File: src/rtl/gpio_bank_regs.sv
// GPIO register bank: data/DDR/open-drain pad control, synchronised readback and edge-capture irq.
// Define GPIO_DEBOUNCE_EN to add a tick-sampled 3-of-3 input debounce filter.
module gpio_bank_regs #(
  parameter int unsigned AddrWidth   = 16,
  parameter int unsigned BusWidth    = 32,
  parameter int unsigned GPIOWidth   = 36,
  parameter int unsigned NumGPIO     = 2,
  parameter int unsigned RegWidth    = 24,
  parameter int unsigned NumRegs     = (NumGPIO * GPIOWidth + RegWidth - 1) / RegWidth,
  parameter int unsigned DebounceDiv = 256
) (
  input  logic                         reg_clk,
  input  logic                         reset_reg_N,
  input  logic                         chip_sel,
  input  logic                         write_reg,
  input  logic                         read_reg,
  input  logic [AddrWidth-3:0]         busaddress,
  input  logic [BusWidth-1:0]          busdata_in,
  input  logic [BusWidth-1:0]          busdata_fromhm2,
  output logic [BusWidth-1:0]          busdata_out,
  output logic                         read_valid,
  input  logic [NumGPIO*GPIOWidth-1:0] pin_in,
  output logic [NumGPIO*GPIOWidth-1:0] pin_out,
  output logic [NumGPIO*GPIOWidth-1:0] pin_oe,
  output logic                         irq
);

  localparam int unsigned NumPins  = NumGPIO * GPIOWidth;
  localparam int unsigned WordBits = NumRegs * RegWidth;
  localparam int unsigned HiWidth  = AddrWidth - 8;

  typedef enum logic [2:0] {
    GrpIo   = 3'd0,
    GrpDdr  = 3'd1,
    GrpIn   = 3'd2,
    GrpOd   = 3'd3,
    GrpSts  = 3'd4,
    GrpMsk  = 3'd5,
    GrpEsel = 3'd6
  } grp_e;

  typedef logic [NumPins-1:0]  pins_t;
  typedef logic [RegWidth-1:0] word_t;

  // Pins are packed linearly into words; bits past the last pin are dropped.
  function automatic pins_t put_word(input pins_t cur, input logic [5:0] n, input word_t w);
    logic [WordBits-1:0] pad;
    pad = WordBits'(cur);
    for (int unsigned i = 0; i < NumRegs; i++) begin
      if (32'(n) == i) pad[i*RegWidth +: RegWidth] = w;
    end
    return pad[NumPins-1:0];
  endfunction

  function automatic word_t get_word(input pins_t cur, input logic [5:0] n);
    logic [WordBits-1:0] pad;
    word_t               w;
    pad = WordBits'(cur);
    w   = '0;
    for (int unsigned i = 0; i < NumRegs; i++) begin
      if (32'(n) == i) w = pad[i*RegWidth +: RegWidth];
    end
    return w;
  endfunction

  // Bus input stage
  logic                 req_wr_d, req_wr_q, req_rd_d, req_rd_q;
  logic [AddrWidth-3:0] req_addr_d, req_addr_q;
  word_t                req_data_d, req_data_q;
  logic                 unused_busdata;

  always_comb begin
    req_wr_d   = chip_sel & write_reg;
    req_rd_d   = chip_sel & read_reg & ~write_reg;
    req_addr_d = busaddress;
    req_data_d = busdata_in[RegWidth-1:0];
  end
  assign unused_busdata = ^(busdata_in >> RegWidth);

  // Word address decode: groups sit at word 0x400 + 0x40*g, word index in the low 6 bits.
  logic [HiWidth-1:0] hi;
  logic [5:0]         word_n;
  logic               in_bank, word_ok, wr_en, rd_en;
  grp_e               grp;

  always_comb begin
    hi      = req_addr_q[AddrWidth-3:6];
    word_n  = req_addr_q[5:0];
    in_bank = (hi >= HiWidth'(16)) && (hi <= HiWidth'(22));
    word_ok = 32'(word_n) < NumRegs;
    grp     = grp_e'(hi[2:0]);
    wr_en   = req_wr_q & in_bank & word_ok;
    rd_en   = req_rd_q & in_bank;
  end

  // Input path
  pins_t      sync1_q, sync2_q, prev_q, in_val;
  logic [1:0] prime_d, prime_q;
  logic       det_en;

`ifdef GPIO_DEBOUNCE_EN
  localparam int unsigned CntW = (DebounceDiv > 1) ? $clog2(DebounceDiv) : 1;

  logic [CntW-1:0] div_d, div_q;
  logic            tick;
  pins_t           hist0_d, hist0_q, hist1_d, hist1_q, filt_d, filt_q, stable;
  logic            det_en_d, det_en_q;

  always_comb begin
    tick    = div_q == CntW'(DebounceDiv - 1);
    div_d   = tick ? '0 : div_q + 1'b1;
    hist0_d = hist0_q;
    hist1_d = hist1_q;
    filt_d  = filt_q;
    prime_d = prime_q;
    stable  = '0;
    if (tick) begin
      hist0_d = sync2_q;
      hist1_d = hist0_q;
      stable  = ~(sync2_q ^ hist0_q) & ~(hist0_q ^ hist1_q);
      filt_d  = (stable & sync2_q) | (~stable & filt_q);
      if (prime_q != 2'd3) prime_d = prime_q + 2'd1;
    end
    // Extra cycle lets prev_q catch up with the first accepted value.
    det_en_d = prime_q == 2'd3;
  end

  always_ff @(posedge reg_clk or negedge reset_reg_N) begin
    if (!reset_reg_N) begin
      div_q    <= '0;
      hist0_q  <= '0;
      hist1_q  <= '0;
      filt_q   <= '0;
      det_en_q <= 1'b0;
    end else begin
      div_q    <= div_d;
      hist0_q  <= hist0_d;
      hist1_q  <= hist1_d;
      filt_q   <= filt_d;
      det_en_q <= det_en_d;
    end
  end

  assign det_en = det_en_q;
  assign in_val = filt_q;
`else
  logic [31:0] unused_debounce_div;
  assign unused_debounce_div = 32'(DebounceDiv);

  always_comb begin
    prime_d = (prime_q == 2'd3) ? prime_q : prime_q + 2'd1;
  end

  assign det_en = prime_q == 2'd3;
  assign in_val = sync2_q;
`endif

  // Register file, edge capture and pad drive
  pins_t io_d, io_q, ddr_d, ddr_q, od_d, od_q, mask_d, mask_q, esel_d, esel_q;
  pins_t status_d, status_q, clr, hit, pin_out_d, pin_out_q, pin_oe_d, pin_oe_q;
  logic  irq_d, irq_q;

  always_comb begin
    io_d   = io_q;
    ddr_d  = ddr_q;
    od_d   = od_q;
    mask_d = mask_q;
    esel_d = esel_q;
    clr    = '0;
    if (wr_en) begin
      unique case (grp)
        GrpIo:   io_d   = put_word(io_q, word_n, req_data_q);
        GrpDdr:  ddr_d  = put_word(ddr_q, word_n, req_data_q);
        GrpOd:   od_d   = put_word(od_q, word_n, req_data_q);
        GrpSts:  clr    = put_word('0, word_n, req_data_q);
        GrpMsk:  mask_d = put_word(mask_q, word_n, req_data_q);
        GrpEsel: esel_d = put_word(esel_q, word_n, req_data_q);
        default: ;
      endcase
    end
    hit = (in_val & ~prev_q & ~esel_q) | (~in_val & prev_q & esel_q);
    if (!det_en) hit = '0;
    // OR-ing hit after the clear makes a same-cycle set win over W1C.
    status_d  = (status_q & ~clr) | hit;
    pin_out_d = io_q & ~od_q;
    pin_oe_d  = (od_q & ~io_q) | (~od_q & ddr_q);
    irq_d     = |(status_q & mask_q);
  end

  // Read path
  word_t               rd_word;
  logic                rd_pend_d, rd_pend_q, read_valid_d, read_valid_q;
  logic [BusWidth-1:0] rd_data_d, rd_data_q, busdata_out_d, busdata_out_q;

  always_comb begin
    rd_word = '0;
    if (in_bank && word_ok) begin
      unique case (grp)
        GrpIo:   rd_word = get_word(io_q, word_n);
        GrpDdr:  rd_word = get_word(ddr_q, word_n);
        GrpIn:   rd_word = get_word(in_val, word_n);
        GrpOd:   rd_word = get_word(od_q, word_n);
        GrpSts:  rd_word = get_word(status_q, word_n);
        GrpMsk:  rd_word = get_word(mask_q, word_n);
        GrpEsel: rd_word = get_word(esel_q, word_n);
        default: ;
      endcase
    end
    rd_pend_d     = rd_en;
    rd_data_d     = BusWidth'(rd_word);
    busdata_out_d = rd_pend_q ? rd_data_q : busdata_fromhm2;
    read_valid_d  = rd_pend_q;
  end

  always_ff @(posedge reg_clk or negedge reset_reg_N) begin
    if (!reset_reg_N) begin
      req_wr_q      <= 1'b0;
      req_rd_q      <= 1'b0;
      req_addr_q    <= '0;
      req_data_q    <= '0;
      sync1_q       <= '0;
      sync2_q       <= '0;
      prev_q        <= '0;
      prime_q       <= '0;
      io_q          <= '0;
      ddr_q         <= '0;
      od_q          <= '0;
      mask_q        <= '0;
      esel_q        <= '0;
      status_q      <= '0;
      pin_out_q     <= '0;
      pin_oe_q      <= '0;
      irq_q         <= 1'b0;
      rd_pend_q     <= 1'b0;
      rd_data_q     <= '0;
      busdata_out_q <= '0;
      read_valid_q  <= 1'b0;
    end else begin
      req_wr_q      <= req_wr_d;
      req_rd_q      <= req_rd_d;
      req_addr_q    <= req_addr_d;
      req_data_q    <= req_data_d;
      sync1_q       <= pin_in;
      sync2_q       <= sync1_q;
      prev_q        <= in_val;
      prime_q       <= prime_d;
      io_q          <= io_d;
      ddr_q         <= ddr_d;
      od_q          <= od_d;
      mask_q        <= mask_d;
      esel_q        <= esel_d;
      status_q      <= status_d;
      pin_out_q     <= pin_out_d;
      pin_oe_q      <= pin_oe_d;
      irq_q         <= irq_d;
      rd_pend_q     <= rd_pend_d;
      rd_data_q     <= rd_data_d;
      busdata_out_q <= busdata_out_d;
      read_valid_q  <= read_valid_d;
    end
  end

  assign busdata_out = busdata_out_q;
  assign read_valid  = read_valid_q;
  assign pin_out     = pin_out_q;
  assign pin_oe      = pin_oe_q;
  assign irq         = irq_q;

endmodule
File: config.mk
export PLATFORM = sky130hd
export DESIGN_NAME = gpio_bank_regs
export DESIGN_NICKNAME = d
export VERILOG_FILES = /design/src/rtl/gpio_bank_regs.sv
export SDC_FILE = /design/constraint.sdc
export NUM_CORES = 1
export LEC_CHECK = 0
export BUFFER_PORTS_ARGS = -buffer_cell sky130_fd_sc_hd__buf_2
export CORE_UTILIZATION = 49
export DETAILED_ROUTE_END_ITERATION = 6
export PLACE_DENSITY = 0.69
export SLEW_MARGIN = 10
export SYNTH_ARGS = -nofsm -noshare
export SYNTH_HDL_FRONTEND = slang
export SYNTH_SLANG_ARGS = --single-unit
File: constraint.sdc
create_clock -name reg_clk -period 5.5 [get_ports reg_clk]
set_clock_uncertainty 0.05 [all_clocks]
set_input_delay 0.55 -clock reg_clk [delete_from_list [all_inputs] [get_ports reg_clk]]
set_output_delay 0.55 -clock reg_clk [all_outputs]
set_load 0.01 [all_outputs]
==> flow_summary.toml <==
[logic_synthesis]
synth-edff-count = 0
synthFlopType = "dfrtp_1"
ys_seq_area_share_pct = 62.9
synth.ff_latch_count = 893
syn_inst = 2751
synth_cell_type_count = 53
synth_top_cell_area_share_pct = 62.9
synth.largest_area_cell = "dfrtp_1"
synth_nets = 2907
yosys-top-cells-area = "dfrtp_1, mux2_2, mux2i_1"
async_flop_share_pct = 100
syn_area_um2 = 35500
yosys_warnings = 0
syn_area_per_cell_um2 = 12.9

[global_routing]
overflow = 0
use_met1_pct = 39.6
top_usage_layer = "met2"
grt_max_degree = 171
antenna_found_initial = 3
grt_pass1_vias = 25700
grt_pass1_wl_um = 165000
grtUsageTotal_pct = 30.2
grt_use_met3_pct = 6.93
grt_use_met2_pct = 47.6

[setup_path]
r2r-end = "mask_q[16]"
crit_fanout = 39
r2r-start = "req_addr_q[7]"
worstPathArrival_ps = 4440
cp.required_ps = 5990
endpoint_kind = "flip-flop"
r2r_slack_ps = 1550
cp-start-kind = "flip-flop"
critPathKind = "flip-flop to flip-flop"
ff2ff_path_depth = 6

[final_layout]
final_core_util_pct = 59.4
area_delta_synth_final_pct = 19.7
drive_above_1_share_pct = 29.8
final_cell_mix = "dfrtp_1, mux2_2, buf_2"
final_common_cell = "dfrtp_1"
nNetsFinal = 3335

[timing]
hold-worst-slack_ps = 37.1
fmax_mhz = 253
period_minus_slack_ps = 3950
setup_violations = 0
worst_pin_slew_ps = 1210
period_share_pct = 71.8
drv_slew = 0
slew_headroom_pct = 19.5
hold_viol_final = 0
setup_tns_ps = 0
rsz0062_at_grt = "no"

[flow_run]
maxCapViolCount = 0

[power_and_ir_drop]
vdd_drop_max_uv = 220
power_leakage_nw = 20.0
power_density_nw_per_um2 = 324

[die]
core_um2 = 71600
die_y_um = 271
ios = 333
dieArea_um2 = 73600
fp-row-count = 98
start_util_pct = 49.6
fp.dieW_um = 271

[clock_tree]
cts.path.max_buffers = 3
clk_latency_ps = 660
cts_num_sinks = 893
cts_tree = "built"
numCtsBuffers = 91
h-tree-depth = 3
clk_pin_slew_ps = 70
cts_root_buffer = "clkbuf_16"

[drt]
dr.first_iter.drc_count = 2922
drc_errors = 0
postRouteWirelength_um = 111000
num_vias = 25200
drtPass1Iterations = 6
vias_per_cell = 5.98
wl_per_cell_um = 26.4
drtAntennaViolNets = 0

[placed_design]
port_buffers = 324
gp_congestion = 0.913
dp_hpwl_um = 69900

[worst_hold_path]
hold_end = "req_data_q[3]"
hold_class = "primary input to flip-flop"
holdCritStartpoint = "busdata_in[3]"
holdPathStages = 1

[outcome]
run_status = "complete, no violations"
power by group:
group	internal (mW)	total, mW	switching, mW
Combinational	0.218	0.592	0.374
Sequential	6.68	6.81	0.135
Clock	3.74	6.38	2.64
Total	10.6	13.8	3.15
worst max path at each step:
stage / start / to / slack (ps) / cells past startpoint
final: req_addr_q[7] / mask_q[16] / 1550 / 6
after CTS: req_addr_q[7] / io_q[9] / 1660 / 6
after detailed placement: req_addr_q[7] / ddr_q[4] / 1670 / 6
after global placement: req_addr_q[7] / mask_q[8] / 1750 / 6
after global routing: req_addr_q[7] / mask_q[8] / 1550 / 6
after floorplan: req_addr_q[2] / mask_q[10] / 3110 / 7
layout make-up:
cell class | instances | area (um2)
Fill cell | 5591 | 29100
Sequential cell | 893 | 22400
Multi-Input combinational cell | 1626 | 12300
Timing Repair Buffer | 493 | 3280
Clock buffer | 120 | 2540
Tap cell | 950 | 1190
Clock inverter | 50 | 574
Inverter | 74 | 278
Antenna cell | 3 | 7.51
what timing repair did:
item / in CTS / in global routing
hold buffers: 111 / 0
hold endpoints to repair: 182 / 0
buffers inserted: 0 / 0
resized for setup: 0 / 0
cells by family (layout without fill, tap and decap cells):
kind of cell    Yosys count  count (layout)  share of synthesized area [%]
fa+ha+maj                 1               1                         0.0352
compound gates          493             493                           9.40
buf+inv                 232             737                           2.79
xor+xnor                  1               1                         0.0247
flops                   893             893                           62.9
other cells               0               3                              0
mux                     577             577                           17.6
simple gates            554             554                           7.24
worst max-delay path, cell delays in order (launching register included):
cell	delay (ps)
dfrtp_4	750
nand3_1	250
and4b_1	340
nand2_1	640
nor3_4	1020
buf_4	390
mux2_2	370
per-layer routing:
layer | wire (um) | part of all wire, % | vias up
li1 | - | - | 10600
met1 | 43400 | 39 | 12800
met2 | 52300 | 47 | 1342
met3 | 10000 | 9.0 | 342
met4 | 5230 | 4.7 | 2
met5 | 13 | 0.012 | -
cell usage after synthesis (2+ instances only):
cell / instances
a21oi_1: 47
a221oi_1: 59
a22o_1: 14
a22oi_1: 83
and2_1: 2
and3b_1: 2
buf_1: 11
buf_2: 26
buf_4: 19
buf_6: 2
clkbuf_1: 100
dfrtp_1: 893
inv_1: 74
mux2_1: 13
mux2_2: 376
mux2i_1: 188
nand2_1: 316
nand2b_1: 4
nand3_1: 6
nand4_1: 5
nor2_1: 78
nor2_2: 5
nor2_4: 4
nor2b_1: 84
nor3_1: 2
nor3_2: 4
nor3_4: 3
nor3b_1: 3
nor4_1: 24
o211ai_1: 23
o21a_1: 23
o21ai_0: 169
o221a_2: 23
o221ai_1: 23
o22ai_1: 23
o31ai_1: 2
or3_1: 2
through the flow:
step           cell area (um2)  setup slack (ps)  cells  total power [mW]
3_5_place_dp             38300              1670   3925              7.45
2_1_floorplan            35500              3110   2751              7.09
3_3_place_gp             38300              1750   3925              7.44
4_1_cts                  42500              1660   4206              13.9
5_1_grt                  42500              1550   4206              14.2
6_report                 42500              1550   4209              13.8
No activity file was read; power rests on OpenSTA's default activity.
